===== src/rtl/hazard_scoreboard.sv =====
//==============================================================================
// Module      : hazard_scoreboard
// Description : Register scoreboard and decode stall scheduler for in-flight
//               long-latency ops. Optional macro HAZARD_SCOREBOARD_WB_BYPASS_EN
//               lets a same-cycle writeback release the hazard immediately.
// Revision    : 1.0 - initial release
//==============================================================================
`default_nettype none

module hazard_scoreboard #(
    parameter int MAX_OUTSTANDING = 4,
    parameter int CNT_W           = 3
) (
    input  logic             clk,
    input  logic             reset,
    input  logic             de_valid,
    input  logic [4:0]       de_rs1,
    input  logic [4:0]       de_rs2,
    input  logic             de_use_rs1,
    input  logic             de_use_rs2,
    input  logic [4:0]       de_rd,
    input  logic             de_wen,
    input  logic             de_long,
    input  logic             ex_redirect,
    input  logic             wb_done,
    input  logic [4:0]       wb_rd,
    output logic             stall_de,
    output logic             bubble_ex,
    output logic [31:0]      pending,
    output logic [CNT_W-1:0] outstanding,
    output logic [31:0]      perf_stall_cnt
);

    localparam logic [CNT_W-1:0] c_max_out = CNT_W'(MAX_OUTSTANDING);

    logic [31:0]      r_pending;
    logic [CNT_W-1:0] r_outstanding;
    logic [31:0]      r_stall_cnt;

    logic [31:0] w_wb_mask;
    logic [31:0] w_set_mask;
    logic [31:0] w_pend_eff;
    logic        w_wb_clr;
    logic        w_free_slot;
    logic        w_long_wr;
    logic        w_raw;
    logic        w_waw;
    logic        w_full;
    logic        w_stall;
    logic        w_issue;

    // A writeback only counts as a clear when it retires a tracked register.
    assign w_wb_clr  = wb_done & (wb_rd != 5'd0) & r_pending[wb_rd];
    assign w_wb_mask = w_wb_clr ? (32'd1 << wb_rd) : 32'd0;

`ifdef HAZARD_SCOREBOARD_WB_BYPASS_EN
    assign w_pend_eff  = r_pending & ~w_wb_mask;
    assign w_free_slot = w_wb_clr;
`else
    assign w_pend_eff  = r_pending;
    assign w_free_slot = 1'b0;
`endif

    assign w_long_wr = de_long & de_wen & (de_rd != 5'd0);

    assign w_raw  = (de_use_rs1 & w_pend_eff[de_rs1]) | (de_use_rs2 & w_pend_eff[de_rs2]);
    assign w_waw  = de_wen & (de_rd != 5'd0) & w_pend_eff[de_rd];
    assign w_full = w_long_wr & (r_outstanding == c_max_out) & ~w_free_slot;

    assign w_stall    = de_valid & ~ex_redirect & (w_raw | w_waw | w_full);
    assign w_issue    = de_valid & ~ex_redirect & ~w_stall & w_long_wr;
    assign w_set_mask = w_issue ? (32'd1 << de_rd) : 32'd0;

    // Set is applied after clear so a bypassed same-register reissue stays pending.
    always_ff @(posedge clk) begin
        if (reset) begin
            r_pending     <= 32'd0;
            r_outstanding <= '0;
            r_stall_cnt   <= 32'd0;
        end else begin
            r_pending <= ((r_pending & ~w_wb_mask) | w_set_mask) & ~32'd1;
            if (w_issue && !w_wb_clr) begin
                r_outstanding <= r_outstanding + 1'b1;
            end else if (!w_issue && w_wb_clr) begin
                r_outstanding <= r_outstanding - 1'b1;
            end
            if (w_stall && (r_stall_cnt != 32'hFFFF_FFFF)) begin
                r_stall_cnt <= r_stall_cnt + 32'd1;
            end
        end
    end

    assign stall_de       = w_stall;
    assign bubble_ex      = w_stall;
    assign pending        = r_pending;
    assign outstanding    = r_outstanding;
    assign perf_stall_cnt = r_stall_cnt;

endmodule

`default_nettype wire


===== config.mk =====
export PLATFORM = sky130hd
export DESIGN_NAME = hazard_scoreboard
export DESIGN_NICKNAME = d
export VERILOG_FILES = /design/src/rtl/hazard_scoreboard.sv
export SDC_FILE = /design/constraint.sdc
export NUM_CORES = 1
export LEC_CHECK = 0
export CAP_MARGIN = 25
export CORE_MARGIN = 2
export CORE_UTILIZATION = 55
export CTS_BUF_LIST = sky130_fd_sc_hd__clkbuf_4 sky130_fd_sc_hd__clkbuf_8 sky130_fd_sc_hd__clkbuf_16
export DETAILED_ROUTE_END_ITERATION = 10
export PLACE_DENSITY = 0.82
export SLEW_MARGIN = 20
export SYNTH_ARGS = -nofsm -noshare
export SYNTH_HDL_FRONTEND = slang
export SYNTH_SLANG_ARGS = --single-unit

===== constraint.sdc =====
create_clock -name clk -period 9.2 [get_ports clk]
set_clock_uncertainty 0.05 [all_clocks]
set_input_delay 2.3 -clock clk [delete_from_list [all_inputs] [get_ports clk]]
set_output_delay 2.3 -clock clk [all_outputs]
set_load 0.01 [all_outputs]

==> impl_metrics.py <==
metrics = {
    "floorplanning": {
        "io_pins": 98,
        "fp.dieH_um": 93.4,
        "initial_core_util_pct": 56.9,
        "design.die.area_mm2": 0.00873,
        "core_mm2": 0.00773,
        "row_count": 32,
        "chipWidth_um": 93.4,
    },
    "critical_path": {
        "cpPeakStageDelay_ns": 0.89,
        "reg2reg_slack_ns": 5.47,
        "critPathMaxFanout": 13,
        "crit_required_ns": 6.85,
        "path_cells": "clkdlybuf4s50_1, mux2i_1, o21ai_0, o211a_1, or4_1, nand4_1, a311o_2, inv_1, clkdlybuf4s50_1",
        "cp_num_buf_inv": 3,
        "ff2ff_path_depth": 15,
        "critPathKind": "in2out",
        "worst_setup_path_end_kind": "primary output",
        "timing.rr.end": "outstanding[2]",
        "cp_common_cell": "clkdlybuf4s50_1",
        "rr_startpoint": "pending[31]",
        "cpMaxStageDelayCell": "clkdlybuf4s50_1",
        "critPathTopFamily": "buffers and inverters",
        "crit_arrival_ns": 5.08,
        "worst_setup_path_start_kind": "input port",
    },
    "sta": {
        "post-route-min-period_ns": 7.43,
        "setup_viol": 0,
        "tightest_slew_ns": 0.767,
        "final_hold_viol_count": 0,
        "fin_setup_tns_ns": 0,
        "holdWs_ns": 0.460,
        "finalMaxSlewViolations": 0,
        "rsz0062_at_grt": "false",
        "fmax_mhz": 135,
        "period_share_pct": 80.7,
        "slew_headroom_pct": 48.3,
    },
    "route": {
        "vias": 4630,
        "drt-vias-per-instance": 6.95,
        "wl_met2_um": 6960,
        "wl_met1_um": 5240,
        "wl_met3_um": 1440,
        "top_layer": "met4",
        "wl_per_cell_um": 21.2,
        "wl_um": 14100,
        "drtIter0Drc": 374,
        "antenna_left": 0,
        "drc": 0,
        "first_pass_iters": 5,
    },
    "clock_network": {
        "cts.clk_slew.worst_paths_ns": 0.07,
        "holdBufCountCts": 0,
        "clkSinkCount": 66,
        "clk_latency_ns": 0.35,
        "cts_setup_buffers": 0,
        "cts.repair.resized": 0,
        "cts_tree": "built",
        "cts_buffers": 9,
        "clock_path_buffers": 2,
        "h-tree-depth": 3,
        "cts-root-buf": "clkbuf_8",
    },
    "logic_synthesis": {
        "synth.most_common_cell": "dfxtp_1",
        "synth.avg_cell_area_um2": 8.98,
        "yosysSeqAreaShare_pct": 30.0,
        "synth_nets": 522,
        "yosys.area.top_type_share_pct": 30.0,
        "synth_flop_cell": "dfxtp_1",
        "async_flop_share_pct": 0,
        "synth_cells": 490,
        "synthTopCellsByCount": "dfxtp_1 (66), o31ai_1 (44), a21oi_1 (32)",
        "yosys-top-cells-area": "dfxtp_1 (30%), mux4_2 (11%), o31ai_1 (7.5%), mux2i_1 (4.8%), o211ai_1 (4.8%)",
        "ys_seq_elements": 66,
        "yosysWarnings": 0,
        "synth_top_area_cell": "dfxtp_1",
        "synth_cell_types": 59,
        "synth_edf_count": 0,
        "syn_area_mm2": 0.00440,
    },
    "hold_path": {
        "min-delay-path-class": "reg2reg",
        "min_from": "outstanding[2]",
        "worstHoldPathCells": 2,
        "holdPathEnd": "outstanding[2]",
    },
    "layout": {
        "fin_nets": 591,
        "layout-drive-gt1-share_pct": 9.57,
        "final_util_pct": 72.0,
        "diodes": 0,
        "fill_cells": 570,
        "area.growth.synth_to_final_pct": 26.5,
    },
    "power": {
        "powerDensity_mw_per_mm2": 116,
        "peakVddDrop_v": 0.0000874,
        "p_leak_nw": 1.82,
    },
    "global_route": {
        "grt_pass1_wl_um": 22700,
        "grt_pass1_vias": 4403,
        "grt-ovfl-total": 0,
        "antenna_found_initial": 0,
        "track_usage_pct": 33.0,
        "grt_max_degree": 58,
    },
    "job": {
        "max_cap_viol_count": 0,
    },
    "placed_design": {
        "io_buffer_count": 96,
        "dpl.hpwl_um": 10100,
        "globalplace.congestion": 0.979,
    },
    "status": {
        "status": "finished clean",
    },
}
-- worst reg2reg max path, stage by stage, from the launching register on --
cell	delay (ns)
dfxtp_1	0.42
mux4_2	0.50
mux2i_1	0.15
mux2i_1	0.09
and3_1	0.19
a31oi_1	0.22
nand3_1	0.23
or2_1	0.27
buf_4	0.24
inv_1	0.12
ha_1	0.18
inv_1	0.06
fa_1	0.37
xor2_1	0.16
or3_1	0.30
a21oi_1	0.13
-- metrics by stage --
stage                     setup slack, ns  area (µm²)  total power, W  std cells
after floorplan                      2.58        4400        0.000342        490
after global placement               1.85        5310        0.000367        649
after detailed placement             1.78        5310        0.000369        649
after CTS                            1.79        5530        0.000645        665
after global routing                 1.60        5560        0.000665        666
final                                1.77        5560        0.000645        666
-- sequential cells by signal (all words and copies together) (netlist names) --
register and cells:
perf_stall_cnt 32, pending 31, outstanding 3
-- metal layers --
metal | vias up | global-route usage, %
met3 | 49 | 6.93
met2 | 317 | 52.8
met4 | 0 | 18.4
li1 | 2078 | -
met1 | 2186 | 41.4
met5 | - | 0
-- power by group --
part / leakage, nW / switching, W / total [W] / internal [W]
registers: 0.532 / 0.00000238 / 0.000290 / 0.000287
logic: 1.18 / 0.0000438 / 0.0000761 / 0.0000323
clock network: 0.109 / 0.000119 / 0.000280 / 0.000160
total: 1.82 / 0.000166 / 0.000645 / 0.000480
-- kinds of logic after synthesis --
family,Yosys count,synth area share (%)
other,1,0.0853
buffers and inverters,55,5.86
xor gates and xnor gates,2,0.398
adders and majority gates,3,1.02
and+or+nand+nor,167,21.6
muxes,49,17.7
DFF,66,30.0
AOI/OAI and AO/OA,147,23.3
-- layout by cell type, fill, tap and decap left out, types with 3 or more instances in the layout --
cell              n
dfxtp_1          66
o31ai_1          44
o211ai_1         28
clkdlybuf4s50_1  96
nor4_1            7
nor2b_1          10
o21ai_0          10
nand2_1          27
mux4_2           21
mux2_2            5
a21oi_1          32
or4_1            14
or3_1            12
o31a_1            5
or2_2             3
o311ai_0          3
a22oi_1           3
mux2i_1          21
and2_1            3
nand3_1          30
o21a_1            5
inv_1            11
buf_4             4
and4_1            5
nand2b_1          6
nand4_1           9
clkbuf_8         10
and3_1            8
nor2_1           18
o41ai_1           5
-- layout make-up --
type / instances / area, µm² / share of cell area [%]
multi-input combinational: 369 / 2820 / 50.8
sequential: 66 / 1320 / 23.8
timing repair buffer: 101 / 1020 / 18.3
clock buffer: 10 / 138 / 2.47
tap: 102 / 128 / 2.29
clock inverter: 6 / 88.8 / 1.60
inverter: 12 / 45.0 / 0.810
-- worst max path at each step --
stage                   start   endpoint  slack [ns]  cells after the start
floorplan           de_rs1[0]   stall_de        2.58                     11
global placement     de_rd[1]   stall_de        1.85                      9
detailed placement   de_rd[1]   stall_de        1.78                      9
CTS                  de_rd[1]   stall_de        1.79                      9
global route         de_rd[1]  bubble_ex        1.60                      9
finish               de_rd[1]   stall_de        1.77                      9
Note: power is estimated with default switching activity, not from simulation.
==> patch, RTL diff (same flow settings) <==
Make the reset (`reset`) asynchronous in one clocked block.
--- a/src/rtl/hazard_scoreboard.sv
+++ b/src/rtl/hazard_scoreboard.sv
@@ -72,7 +72,7 @@
     assign w_set_mask = w_issue ? (32'd1 << de_rd) : 32'd0;
 
     // Set is applied after clear so a bypassed same-register reissue stays pending.
-    always_ff @(posedge clk) begin
+    always_ff @(posedge clk or posedge reset) begin
         if (reset) begin
             r_pending     <= 32'd0;
             r_outstanding <= '0;
Function: differs if reset is asserted again (counterexample within 4 cycles, from zero or initial values and one cycle with reset high); with reset held inactive, the same outputs for 4 cycles.
==> patch against the unedited design <==
- wire length is 5.5% lower
- sequential cell count did not move
- synthesized area up 1.7%
- count of clock-buffer cells in the layout is 4 higher
- synthesized cell count shrank 13%
- final area up 1.6%
- worst setup slack got worse by 0.34 ns
- die area up 1.6%
- critical path type unchanged
- highest routed layer unchanged
Power is not compared: it rests on default switching activity, and its combinational part moved more than twofold at a synthesized area within 25%.
==> patch: results <==
[run_status]
status = completed

[worst_setup_path]
critical_path.max_fanout = 33
reg2reg_to = outstanding[2]
timing.critical_path.slowest_stage_cell = clkdlybuf4s50_1
timing.rr.start = pending[23]
rrSetupSlack_ns = 5.50
worstPathArrival_ns = 5.42
cp_slowest_stage_delay_ns = 0.84

[grt]
met1_capacity_usage_during_global_routing_pct = 44.4
pin_count_of_the_biggest_net_entering_global_routing = 67
grt_first_pass_wirelength_mm = 21.2
met3_usage_grt_pct = 8.27
vias_in_the_first_global_route = 3903
global_route.usage.total_pct = 31.7
grtUsageMet2_pct = 46.3

[routing]
length_of_routed_met2_wiring_mm = 5.96
maxUsedRoutingLayer = met4
wirelength_mm = 13.4
wl_met3_mm = 1.64
routed_vias_inst = 6.63
drt_first_pass_iters = 6
m1WireLength_mm = 5.20
drt-initial-drc-count = 494

[yosys]
post_synth_num_cell_types = 47
synth.yosys.warnings = 0
post_synth_mux_area_share_pct = 18.2
yosys.area_share.xor_xnor_pct = 6.66
yosys-top-cells-count = dfrtp_1 (66), o21ai_0 (50), nand3_1 (32), xnor2_1 (32), mux4_2 (25)
sequential_share_of_the_synthesized_area_pct = 36.9
synth.net_count = 456
synth-async-reset-ratio_pct = 100
synthTopCellsByArea = dfrtp_1 (37%), mux4_2 (13%), xnor2_1 (6.3%)
synthAdderAreaFrac_pct = 1.01
synth_compound_gate_area_share_pct = 13.9

[finish]
layout-drive-gt1-share_pct = 15.9
largest_reg_flops = 32
synthToLayoutAreaGrowth_pct = 26.3
num-fill-cells = 568
num-nets-final = 536

[timing]
slew_headroom_pct = 44.6
timing.hold.ws_ns = 0.447

[clock_network]
worst_setup_hold_path_clk_slew_ns = 0.06
cts-htree-levels = 3
clock_insertion_delay_worst_skew_ns = 0.34
cts_resized = 0
cts-buffers-inserted = 9

[hold_path]
min_path_cells = 1
hold_path_startpoint = perf_stall_cnt[29]
hold_end = perf_stall_cnt[29]
hp_class = reg2reg

[placement]
post_dp_cell_area_um2 = 5440
gpl.final_weighted_congestion = 0.995
detailed_place_hpwl_mm = 9.31

[power]
netSwitchingFraction_pct = 29.9
pg_clk_uw = 255
==> patch: stage by stage <==
stage	setup slack [ns]	std cells	utilization [%]	total power [mW]
after floorplan	2.66	424	-	0.463
after global placement	1.57	595	69.7	0.558
after detailed placement	1.48	595	69.7	0.565
after CTS	1.45	611	72.4	0.817
after global routing	1.20	611	72.4	0.853
final	1.43	611	72.4	0.817
==> patch: cell type report <==
cell class	count	area, um2	share of cell area, %
well taps	102	128	2.26
inverters	4	15.0	0.266
clock buffers	14	174	3.08
clock inverters	2	35.0	0.620
repair buffers	101	998	17.7
flip-flops and latches	66	1650	29.2
multi-input cells	322	2650	46.9
==> patch: worst max-delay path, delay by kind of cell <==
kind | cells | cell delay [ns]
compound gates | 3 | 0.44
buf+inv | 3 | 1.56
simple gates | 3 | 1.10
